File: config.mk
export PLATFORM = sky130hd
export DESIGN_NAME = ava_scanout_engine_flat
export DESIGN_NICKNAME = d
export VERILOG_FILES = /design/src/rtl/ava_scanout_if.sv /design/src/rtl/ava_scanout_engine.sv /design/src/flat_wrapper.sv
export SDC_FILE = /design/constraint.sdc
export NUM_CORES = 1
export LEC_CHECK = 0
export ABC_AREA = 1
export BUFFER_PORTS_ARGS = -buffer_cell sky130_fd_sc_hd__buf_2
export CAP_MARGIN = 20
export CORE_MARGIN = 4
export CORE_UTILIZATION = 31
export CTS_BUF_LIST = sky130_fd_sc_hd__clkbuf_8 sky130_fd_sc_hd__clkbuf_16
export CTS_CLUSTER_DIAMETER = 150
export DETAILED_ROUTE_END_ITERATION = 10
export HOLD_SLACK_MARGIN = 0.15
export RECOVER_POWER = 100
export SLEW_MARGIN = 0
export SYNTH_ARGS = -nofsm -noshare
export SYNTH_HDL_FRONTEND = slang
export SYNTH_SLANG_ARGS = --single-unit
File: constraint.sdc
create_clock -name clk -period 6.8 [get_ports clk]
set_input_delay 1.7 -clock clk [delete_from_list [all_inputs] [get_ports clk]]
set_output_delay 1.7 -clock clk [all_outputs]
set_load 0.005 [all_outputs]
File: src/rtl/ava_scanout_if.sv
// Bus bundle between the AVA scanout engine and its VRAM, palette RAM and pixel FIFO.
// Pixel handshake: a pixel transfers on a cycle where pixel_valid & pixel_ready; once valid rises, valid and data hold until that transfer.
interface ava_scanout_if #(
  parameter int VRAM_ADDR_WIDTH = 17,
  parameter int PRAM_ADDR_WIDTH = 8
);
  logic [VRAM_ADDR_WIDTH-1:0] vram_a;
  logic                       vram_en;
  logic [31:0]                vram_do;
  logic [PRAM_ADDR_WIDTH-1:0] pram_a;
  logic                       pram_en;
  logic [31:0]                pram_do;
  logic [23:0]                pixel_data;
  logic                       pixel_valid;
  logic                       pixel_ready;
  logic                       frame_done;
  logic                       line_irq;

  modport master (
    output vram_a, vram_en, input vram_do,
    output pram_a, pram_en, input pram_do,
    output pixel_data, pixel_valid, input pixel_ready,
    output frame_done, line_irq
  );

  modport slave (
    input vram_a, vram_en, output vram_do,
    input pram_a, pram_en, output pram_do,
    input pixel_data, pixel_valid, output pixel_ready,
    input frame_done, line_irq
  );
endinterface

File: src/rtl/ava_scanout_engine.sv
// AVA scanout engine: raster walk, VRAM fetch, pixel unpack, palette lookup, 24-bit RGB out under backpressure.
// Optional line-compare interrupt enabled by defining AVA_SCANOUT_LINE_IRQ_EN.
module ava_scanout_engine #(
  parameter int H_RES           = 640,
  parameter int V_RES           = 480,
  parameter int VRAM_ADDR_WIDTH = 17,
  parameter int PRAM_ADDR_WIDTH = 8,
  parameter int MAX_SCALE_LOG2  = 2
) (
  input  logic                       clk,
  input  logic                       reset,
  input  logic [2:0]                 cfg_bpp_log2,
  input  logic [1:0]                 cfg_scale_log2,
  input  logic [VRAM_ADDR_WIDTH-1:0] cfg_base_addr,
`ifdef AVA_SCANOUT_LINE_IRQ_EN
  input  logic [$clog2(V_RES)-1:0]   cfg_line_cmp,
`endif
  ava_scanout_if.master              bus
);
  localparam int XW  = $clog2(H_RES);
  localparam int YW  = $clog2(V_RES);
  localparam int YW1 = YW + 1;
  localparam int SW  = $clog2(H_RES * V_RES + 1);

  // S0 raster state and per-frame shadow configuration
  logic [XW-1:0]              r_x;
  logic [YW-1:0]              r_y;
  logic [SW-1:0]              r_line_base;
  logic                       r_sh_direct;
  logic [1:0]                 r_sh_bpp;
  logic [1:0]                 r_sh_scale;
  logic [VRAM_ADDR_WIDTH-1:0] r_sh_base;

  // S1 / S2 / S3 pipeline registers
  logic        r_s1_valid, r_s1_direct, r_s1_last;
  logic [1:0]  r_s1_bpp;
  logic [4:0]  r_s1_shift;
  logic        r_s2_valid, r_s2_direct, r_s2_last;
  logic [23:0] r_s2_rgb;
  logic        r_pix_valid, r_pix_last;
  logic [23:0] r_pix_data;

  logic                       w_advance, w_issue, w_first, w_x_last, w_y_last;
  logic                       w_cfg_direct, w_direct;
  logic [1:0]                 w_cfg_scale, w_scale, w_bpp;
  logic [VRAM_ADDR_WIDTH-1:0] w_base;
  logic [SW-1:0]              w_sx, w_src, w_word_off, w_line_step;
  logic [4:0]                 w_field, w_shift;
  logic [YW:0]                w_y_inc, w_smask;
  logic [7:0]                 w_s1_word, w_idx8;
  logic [23:0]                w_s2_pix;
  logic                       w_unused_bits;

  assign w_advance = ~(r_pix_valid & ~bus.pixel_ready);
  assign w_issue   = w_advance & ~reset;

  // Pixel (0,0) uses the live config; every later pixel of the frame uses the copy taken then.
  assign w_first      = (r_x == '0) && (r_y == '0);
  assign w_cfg_direct = (cfg_bpp_log2 > 3'd3);
  assign w_cfg_scale  = (cfg_scale_log2 > 2'(MAX_SCALE_LOG2)) ? 2'(MAX_SCALE_LOG2) : cfg_scale_log2;
  assign w_direct     = w_first ? w_cfg_direct        : r_sh_direct;
  assign w_bpp        = w_first ? cfg_bpp_log2[1:0]   : r_sh_bpp;
  assign w_scale      = w_first ? w_cfg_scale         : r_sh_scale;
  assign w_base       = w_first ? cfg_base_addr       : r_sh_base;

  assign w_x_last    = (r_x == XW'(H_RES - 1));
  assign w_y_last    = (r_y == YW'(V_RES - 1));
  assign w_y_inc     = {1'b0, r_y} + YW1'(1);
  assign w_smask     = (YW1'(1) << w_scale) - YW1'(1);
  assign w_line_step = SW'(H_RES) >> w_scale;

  assign w_sx       = SW'(r_x) >> w_scale;
  assign w_src      = r_line_base + w_sx;
  assign w_word_off = w_direct ? w_src : (w_src >> (3'd5 - {1'b0, w_bpp}));
  assign w_field    = w_src[4:0] & (5'h1F >> w_bpp);
  assign w_shift    = w_field << w_bpp;

  assign bus.vram_a  = w_base + VRAM_ADDR_WIDTH'(w_word_off);
  assign bus.vram_en = w_issue;
  assign bus.pram_en = w_issue;

  always_ff @(posedge clk) begin
    if (reset) begin
      r_x         <= '0;
      r_y         <= '0;
      r_line_base <= '0;
      r_sh_direct <= 1'b0;
      r_sh_bpp    <= '0;
      r_sh_scale  <= '0;
      r_sh_base   <= '0;
    end else if (w_advance) begin
      if (w_first) begin
        r_sh_direct <= w_cfg_direct;
        r_sh_bpp    <= cfg_bpp_log2[1:0];
        r_sh_scale  <= w_cfg_scale;
        r_sh_base   <= cfg_base_addr;
      end
      if (w_x_last) begin
        r_x <= '0;
        if (w_y_last) begin
          r_y         <= '0;
          r_line_base <= '0;
        end else begin
          r_y <= w_y_inc[YW-1:0];
          // Step to the next source row only once every 2^scale output lines.
          if ((w_y_inc & w_smask) == '0)
            r_line_base <= r_line_base + w_line_step;
        end
      end else begin
        r_x <= r_x + XW'(1);
      end
    end
  end

  // S1: pick the field out of the fetched word; it becomes the palette address.
  assign w_s1_word = 8'(bus.vram_do >> r_s1_shift);

  always_comb begin
    w_idx8 = 8'h00;
    case (r_s1_bpp)
      2'd0:    w_idx8 = {7'b0, w_s1_word[0]};
      2'd1:    w_idx8 = {6'b0, w_s1_word[1:0]};
      2'd2:    w_idx8 = {4'b0, w_s1_word[3:0]};
      default: w_idx8 = w_s1_word;
    endcase
  end

  assign bus.pram_a = r_s1_direct ? '0 : PRAM_ADDR_WIDTH'(w_idx8);

  // Direct pixels ride a register through S2 so both paths share one latency.
  assign w_s2_pix = r_s2_direct ? r_s2_rgb : bus.pram_do[23:0];

  always_ff @(posedge clk) begin
    if (reset) begin
      r_s1_valid  <= 1'b0;
      r_s1_direct <= 1'b0;
      r_s1_last   <= 1'b0;
      r_s1_bpp    <= '0;
      r_s1_shift  <= '0;
      r_s2_valid  <= 1'b0;
      r_s2_direct <= 1'b0;
      r_s2_last   <= 1'b0;
      r_s2_rgb    <= '0;
      r_pix_valid <= 1'b0;
      r_pix_last  <= 1'b0;
      r_pix_data  <= '0;
    end else if (w_advance) begin
      r_s1_valid  <= 1'b1;
      r_s1_direct <= w_direct;
      r_s1_last   <= w_x_last & w_y_last;
      r_s1_bpp    <= w_bpp;
      r_s1_shift  <= w_shift;
      r_s2_valid  <= r_s1_valid;
      r_s2_direct <= r_s1_direct;
      r_s2_last   <= r_s1_last;
      r_s2_rgb    <= bus.vram_do[23:0];
      r_pix_valid <= r_s2_valid;
      r_pix_last  <= r_s2_last;
      r_pix_data  <= w_s2_pix;
    end
  end

  assign bus.pixel_valid = r_pix_valid;
  assign bus.pixel_data  = r_pix_data;
  assign bus.frame_done  = ~reset & r_pix_valid & bus.pixel_ready & r_pix_last;
  assign w_unused_bits   = ^bus.pram_do[31:24];

`ifdef AVA_SCANOUT_LINE_IRQ_EN
  logic r_s1_irq, r_s2_irq, r_pix_irq;

  always_ff @(posedge clk) begin
    if (reset) begin
      r_s1_irq  <= 1'b0;
      r_s2_irq  <= 1'b0;
      r_pix_irq <= 1'b0;
    end else if (w_advance) begin
      r_s1_irq  <= w_x_last && (r_y == cfg_line_cmp);
      r_s2_irq  <= r_s1_irq;
      r_pix_irq <= r_s2_irq;
    end
  end

  assign bus.line_irq = ~reset & r_pix_valid & bus.pixel_ready & r_pix_irq;
`else
  assign bus.line_irq = 1'b0;
`endif
endmodule

File: src/flat_wrapper.sv
// flat-port wrapper written by rule: the top's interface ports become plain ports
module ava_scanout_engine_flat 
#(
  parameter int H_RES           = 640,
  parameter int V_RES           = 480,
  parameter int VRAM_ADDR_WIDTH = 17,
  parameter int PRAM_ADDR_WIDTH = 8,
  parameter int MAX_SCALE_LOG2  = 2
)
  (clk, reset, cfg_bpp_log2, cfg_scale_log2, cfg_base_addr, bus_vram_a, bus_vram_en, bus_vram_do, bus_pram_a, bus_pram_en, bus_pram_do, bus_pixel_data, bus_pixel_valid, bus_pixel_ready, bus_frame_done, bus_line_irq);
  ava_scanout_if #(.VRAM_ADDR_WIDTH(VRAM_ADDR_WIDTH), .PRAM_ADDR_WIDTH(PRAM_ADDR_WIDTH)) bus_i ();
  input  logic clk;
  input  logic reset;
  input  logic [2:0] cfg_bpp_log2;
  input  logic [1:0] cfg_scale_log2;
  input  logic [VRAM_ADDR_WIDTH-1:0] cfg_base_addr;
  output wire logic [$bits(bus_i.vram_a)-1:0] bus_vram_a;
  output wire logic [$bits(bus_i.vram_en)-1:0] bus_vram_en;
  input wire logic [$bits(bus_i.vram_do)-1:0] bus_vram_do;
  output wire logic [$bits(bus_i.pram_a)-1:0] bus_pram_a;
  output wire logic [$bits(bus_i.pram_en)-1:0] bus_pram_en;
  input wire logic [$bits(bus_i.pram_do)-1:0] bus_pram_do;
  output wire logic [$bits(bus_i.pixel_data)-1:0] bus_pixel_data;
  output wire logic [$bits(bus_i.pixel_valid)-1:0] bus_pixel_valid;
  input wire logic [$bits(bus_i.pixel_ready)-1:0] bus_pixel_ready;
  output wire logic [$bits(bus_i.frame_done)-1:0] bus_frame_done;
  output wire logic [$bits(bus_i.line_irq)-1:0] bus_line_irq;
  assign bus_vram_a = bus_i.vram_a;
  assign bus_vram_en = bus_i.vram_en;
  assign bus_i.vram_do = bus_vram_do;
  assign bus_pram_a = bus_i.pram_a;
  assign bus_pram_en = bus_i.pram_en;
  assign bus_i.pram_do = bus_pram_do;
  assign bus_pixel_data = bus_i.pixel_data;
  assign bus_pixel_valid = bus_i.pixel_valid;
  assign bus_i.pixel_ready = bus_pixel_ready;
  assign bus_frame_done = bus_i.frame_done;
  assign bus_line_irq = bus_i.line_irq;
  ava_scanout_engine #(.H_RES(H_RES), .V_RES(V_RES), .VRAM_ADDR_WIDTH(VRAM_ADDR_WIDTH), .PRAM_ADDR_WIDTH(PRAM_ADDR_WIDTH), .MAX_SCALE_LOG2(MAX_SCALE_LOG2)) u_core (.clk(clk), .reset(reset), .cfg_bpp_log2(cfg_bpp_log2), .cfg_scale_log2(cfg_scale_log2), .cfg_base_addr(cfg_base_addr), .bus(bus_i));
endmodule
# == Word level (Yosys, flattened, before mapping) ==
# Index checks and enable logic that the tools add are counted.
# op_classes
n_eq_ne,4
magnitude_cmp,2
shifts,7
bitwise,11
addsub,7
n_mux,13
reduce_logical,8
# ops
op,n
adder 19 bit,2
two-way mux 19 bit,2
two-way mux 17 bit,2
right shift 32 x 5 -> 8 bit,1
two-way mux 24 bit,1
case mux 8 bit (3 select lines),1
logical NOT 10 bit,2
right shift 10 x 2 -> 19 bit,1
"right shift 10 x 2 -> 19 bit, first input constant",1
right shift 19 x 3 -> 17 bit,1
adder 17 bit,1
"adder 10 x 1 -> 10 bit, second input constant",1
"adder 9 x 1 -> 10 bit, second input constant",1
bitwise AND 10 bit,1
"equality test 10 bit, second input constant",1
two-way mux 10 bit,1
"<< shifter 1 x 2 -> 10 bit, first input constant",1
"subtractor 10 x 2 -> 10 bit, second input constant",1
"equality test 9 bit, second input constant",1
logical NOT 9 bit,1
two-way mux 9 bit,1
two-way mux 8 bit,1
bitwise AND 1 bit,6
two-way mux 2 bit,3
other kinds (15),17
# word_totals
elab_cells,69
input_bits,89
reg_bits,120
out_inout_bits,54

# == Logic depth before layout (Yosys ltp) ==
# logic_depth
word_depth,9
mapped_depth,35
mapped_depth_nobuf,34

# == Worst setup path before layout ==
# OpenSTA, ideal clock, no wires.
# synth_path
path_type,in2out
start,in cfg_scale_log2[0]
end,out bus_vram_a[14]
setup_slack_ps,-265
arrival_time_ps,5365
required_ps,5100
cell_stages,28
n_path_buf,1
cell_sequence,inv_1 nor2_1 inv_1 nand3_1 nand2_2 buf_6 o21ai_0 o21ai_0 ha_1 a21o_1 nand3_1 nand2_1 a21oi_1 xor2_1 nand2_1 o21ai_0 nand2_1 o221ai_1 ha_1 nand2_1 inv_1 a21oi_1 o21ai_0 a21boi_0 o21ai_0 nand2_1 nand2_1 xor2_1
# synth_between
elab_chain_len,8
# synth_rtl
element,line,rtl
start: declaration,flat_wrapper.sv:15,input logic [1:0] cfg_scale_log2;
> comparator 2 bit,ava_scanout_engine.sv:60,assign w_cfg_scale = (cfg_scale_log2 > 2'(MAX_SCALE_LOG2)) ? 2'(MAX_SCALE_LOG2) : cfg_scale_log2;
two-way mux 2 bit (*),ava_scanout_engine.sv:60,
two-way mux 2 bit (*),ava_scanout_engine.sv:63,assign w_scale = w_first ? w_cfg_scale : r_sh_scale;
right shift 10 x 2 -> 19 bit (*),ava_scanout_engine.sv:72,assign w_sx = SW'(r_x) >> w_scale;
adder 19 bit (*),ava_scanout_engine.sv:73,assign w_src = r_line_base + w_sx;
right shift 19 x 3 -> 17 bit,ava_scanout_engine.sv:74,"assign w_word_off = w_direct ? w_src : (w_src >> (3'd5 - {1'b0, w_bpp}));"
two-way mux 17 bit (*),ava_scanout_engine.sv:74,
adder 17 bit (*),ava_scanout_engine.sv:78,assign bus.vram_a = w_base + VRAM_ADDR_WIDTH'(w_word_off);
end: declaration,flat_wrapper.sv:17,output wire logic [$bits(bus_i.vram_a)-1:0] bus_vram_a;
# Every way passes the cells marked *; elsewhere a longest branch is shown, timed or not.

# == Worst setup path in the final report ==
# layout_path
start,in cfg_scale_log2[1]
end,out bus_vram_a[12]
# The elaborated chain is that of the path after synthesis.

==> results_dict.tcl <==
set metrics [dict create \
    drc_errors 0 \
    dp_hpwl_mm 19.6 \
    place.gp.congestion 0.910 \
    switching_share_pct 37.8 \
    status "finished, violations left" \
    max_freq_mhz 141 \
    port_buffers 133 \
    violations "max-capacitance violations, max-slew violations, negative setup slack" \
    layout-drive-gt1-share_pct 28.2 \
    critical_path_class "primary input to output pin" \
    crit_required_ns 5.10 \
    ctsHoldBuffers 0 \
    fillers 2729 \
    critPathMaxFanout 5 \
    p_int_uw 1840 \
    fin_crit_ns 7.09 \
    htree_levels 4 \
    netlist_area_sq_mm 0.00846 \
    vias 9831 \
    synth_cells 1335 \
    die_w_microns 173 \
    crit_arrival_ns 5.39 \
    synth.avg_cell_area_sq_um 6.34 \
    tightest_slew_ns 3.66 \
    cts_made_buffers 17 \
    grt_pass1_wl_mm 47.1 \
    synth-seq-area-share_pct 27.4 \
    clock-sinks 116 \
    finalClockSkew_ns 0.0112 \
    die_y_microns 173 \
    seq_power_share_pct 26.1 \
    clk_pin_slew_worst_paths_ns 0.06 \
    cp-start-kind "primary input" \
    grt_start_max_net_pins 87 \
    first_pass_iters 6 \
    powerDensity_mw_per_mm2 253 \
    synth_flop_cell "dfxtp_1" \
    endpoint_kind "output pin" \
    synth-edff-count 0 \
    track_usage_pct 18.5 \
    routed_wl_mm 28.8 \
    wl_per_cell_microns 15.0 \
    hold_viol 0 \
    post-place-cells 1826 \
    cts_max_path_buffers 2 \
    area_delta_synth_final_pct 38.2 \
    start_util_pct 31.5 \
    worst_skew_pair.late_latency_ns 0.42 \
    p_sw_uw 1120 \
    synthArstFlopShare_pct 0 \
    antenna_found_initial 2 \
    slew_viol_final 143 \
    ys_warn_count 0 \
    drt_iter0_markers 606 \
    antenna_cells 0 \
    fin_cells 1926 \
    antenna_left 0 \
    synth_nets 1458 \
    cap_violations 2 \
    coreArea_sq_mm 0.0269 \
    synth_cell_types 53 \
    rsz0062_at_grt "true" \
    setup_tns_ns -2.00 \
    max_slew_margin_pct -144 \
    cts_tree "yes" \
    power.share.combinational_pct 42.2 \
    die_area_sq_mm 0.0300 \
    grt.overflow.total 0 \
    final.period_utilization_pct 104 \
    rows 60 \
    pwr-share-clk_pct 31.7 \
    root_buffer "clkbuf_16" \
    grt_pass1_vias 9625 \
    fin_ws_ns -0.293 \
    yosys_register_bits 116 \
    min_path_type "register to register" \
    p_leak_uw 0.00528 \
    nNetsFinal 1695 \
    vdd_drop_max_mv 0.178 \
    ioPinCount 143 \
    finalSetupViolCount 12 \
    viasPerCell 5.10 \
]
[cells in the mapped netlist, types with 3 or more instances]
cell type / number / area (sq um)
a211oi_1: 7 / 52.6
a21o_1: 3 / 22.5
a21oi_1: 75 / 375
a221oi_1: 3 / 26.3
a22oi_1: 4 / 30.0
a31oi_1: 28 / 175
buf_1: 7 / 26.3
buf_2: 7 / 35.0
buf_4: 4 / 30.0
buf_6: 5 / 56.3
clkbuf_1: 41 / 154
dfxtp_1: 116 / 2320
ha_1: 32 / 400
inv_1: 111 / 417
inv_2: 8 / 30.0
mux2i_1: 29 / 290
nand2_1: 345 / 1290
nand2_2: 12 / 75.1
nand3_1: 104 / 521
nand4_1: 6 / 37.5
nor2_1: 124 / 465
nor2_2: 5 / 31.3
nor3_1: 14 / 70.1
nor3b_1: 3 / 22.5
o211ai_1: 11 / 82.6
o21ai_0: 169 / 846
o21ai_1: 5 / 25.0
o21ai_4: 3 / 48.8
o22ai_1: 4 / 25.0
xnor2_1: 5 / 43.8
xor2_1: 18 / 158
[critical path, stage by stage]
cell,delay (ns)
buf_8,0.10
nor2_4,0.14
inv_2,0.06
nand3_4,0.11
nand2_4,0.10
nand2_2,0.09
o21ai_2,0.08
o21ai_2,0.18
ha_4,0.24
a21o_1,0.20
nand3_2,0.09
nand2_4,0.06
buf_6,0.12
xor2_4,0.16
o21ai_2,0.09
nand2_1,0.07
o21ai_1,0.06
a31oi_1,0.22
ha_1,0.32
a21oi_2,0.20
nand2_4,0.08
a21oi_4,0.18
o21ai_4,0.08
a21boi_4,0.16
o21ai_2,0.08
buf_4,0.14
xor2_1,0.15
buf_2,0.14
[placed cells by master (no fill, tap or decap), types with 5 or more instances in the layout]
master,netlist,layout
inv_2,8,15
nor2_1,124,118
nand3_4,0,5
nand2_2,12,35
nand3_1,104,89
a21oi_1,75,60
clkbuf_16,0,17
o21ai_4,3,7
buf_4,4,133
nand2_4,1,7
buf_2,7,108
nor3_1,14,12
nand4_1,6,6
buf_6,5,14
o21ai_0,169,143
a211oi_1,7,6
nand3_2,1,11
o211ai_1,11,11
xor2_1,18,14
dfxtp_1,116,116
inv_6,0,5
a21oi_2,0,12
nand2_1,345,317
mux2i_1,29,29
inv_1,111,103
o21ai_2,0,16
a31oi_1,28,25
clkbuf_1,41,23
ha_4,0,7
nor2_2,5,8
o21ai_1,5,11
nor2_4,2,5
ha_1,32,25
[final cells by class]
cell class	instances	area, sq um	area share [%]
multi-input combinational	1035	6070	51.9
sequential	116	2320	19.9
timing repair buffer	281	1810	15.4
clock buffer	20	467	3.99
inverter	121	457	3.90
tap	341	427	3.65
clock inverter	12	143	1.22
[final timing paths]
| path | from | to | slack, ns | cells after the start |
|---|---|---|---|---|
| min reg2reg | u_core.r_s1_valid | u_core.r_s1_valid | 0.47 | 2 |
| max reg2reg | u_core.r_y[0] | u_core.r_line_base[9] | 0.92 | 43 |
| min | u_core.r_s1_valid | u_core.r_s1_valid | 0.47 | 2 |
| max | cfg_scale_log2[1] | bus_vram_a[12] | -0.29 | 28 |
[power groups by stage]
| stage | logic, uW | clock network [uW] | registers (uW) |
|---|---|---|---|
| 3_3_place_gp | 1040 | 0 | 786 |
| 3_5_place_dp | 1040 | 0 | 786 |
| 6_report | 1250 | 938 | 774 |
| 4_1_cts | 1160 | 958 | 772 |
| 2_1_floorplan | 657 | 0 | 764 |
| 5_1_grt | 1390 | 986 | 780 |
[layer usage]
metal / share of wire, % / up-vias / GRT usage, %
met5: 0.090 / - / 0
met4: 2.6 / 4 / 6.05
met3: 5.4 / 63 / 4.02
met2: 47 / 273 / 31.0
met1: 45 / 4554 / 23.8
li1: - / 4937 / -
[sequential cells by signal (all words and copies together) (netlist names), 2 cells and up]
signal and count:
u_core.bus.pixel_data 24, u_core.r_line_base 15, u_core.r_s1_shift 5, u_core.r_s2_rgb 24, u_core.r_sh_base 17, u_core.r_sh_bpp 2, u_core.r_sh_scale 2, u_core.r_x 10
u_core.r_y 9
[kinds of logic after synthesis]
| group | count (synthesis) | synth area share [%] |
|---|---|---|
| xor+xnor | 23 | 2.38 |
| simple gates | 627 | 31.4 |
| mux | 29 | 3.43 |
| fa+ha+maj | 34 | 5.21 |
| buf+inv | 185 | 8.96 |
| flops | 116 | 27.4 |
| other cells | 1 | 0.0443 |
| compound gates | 320 | 21.1 |
[stage by stage]
stage               hold WS (ns)  total power, uW  instance area (sq um)  util, %  worst slack (ns)
floorplan                  0.435             1420                   8460        -           0.00254
global placement           0.453             1820                   9870     36.7            -0.665
detailed placement         0.456             1830                   9870     36.7            -0.689
CTS                        0.473             2890                  11300     42.0            -0.224
global route               0.488             3150                  11700     43.5            -0.548
finish                     0.473             2960                  11700     43.5            -0.293
[repair_timing]
action,4_1_cts,5_1_grt
cloned,1,0
endpoints found under the setup margin,13,25
pin swaps,45,75
buffers inserted,61,12
gates resized for setup,95,92
(Power assumes the default switching activity.)
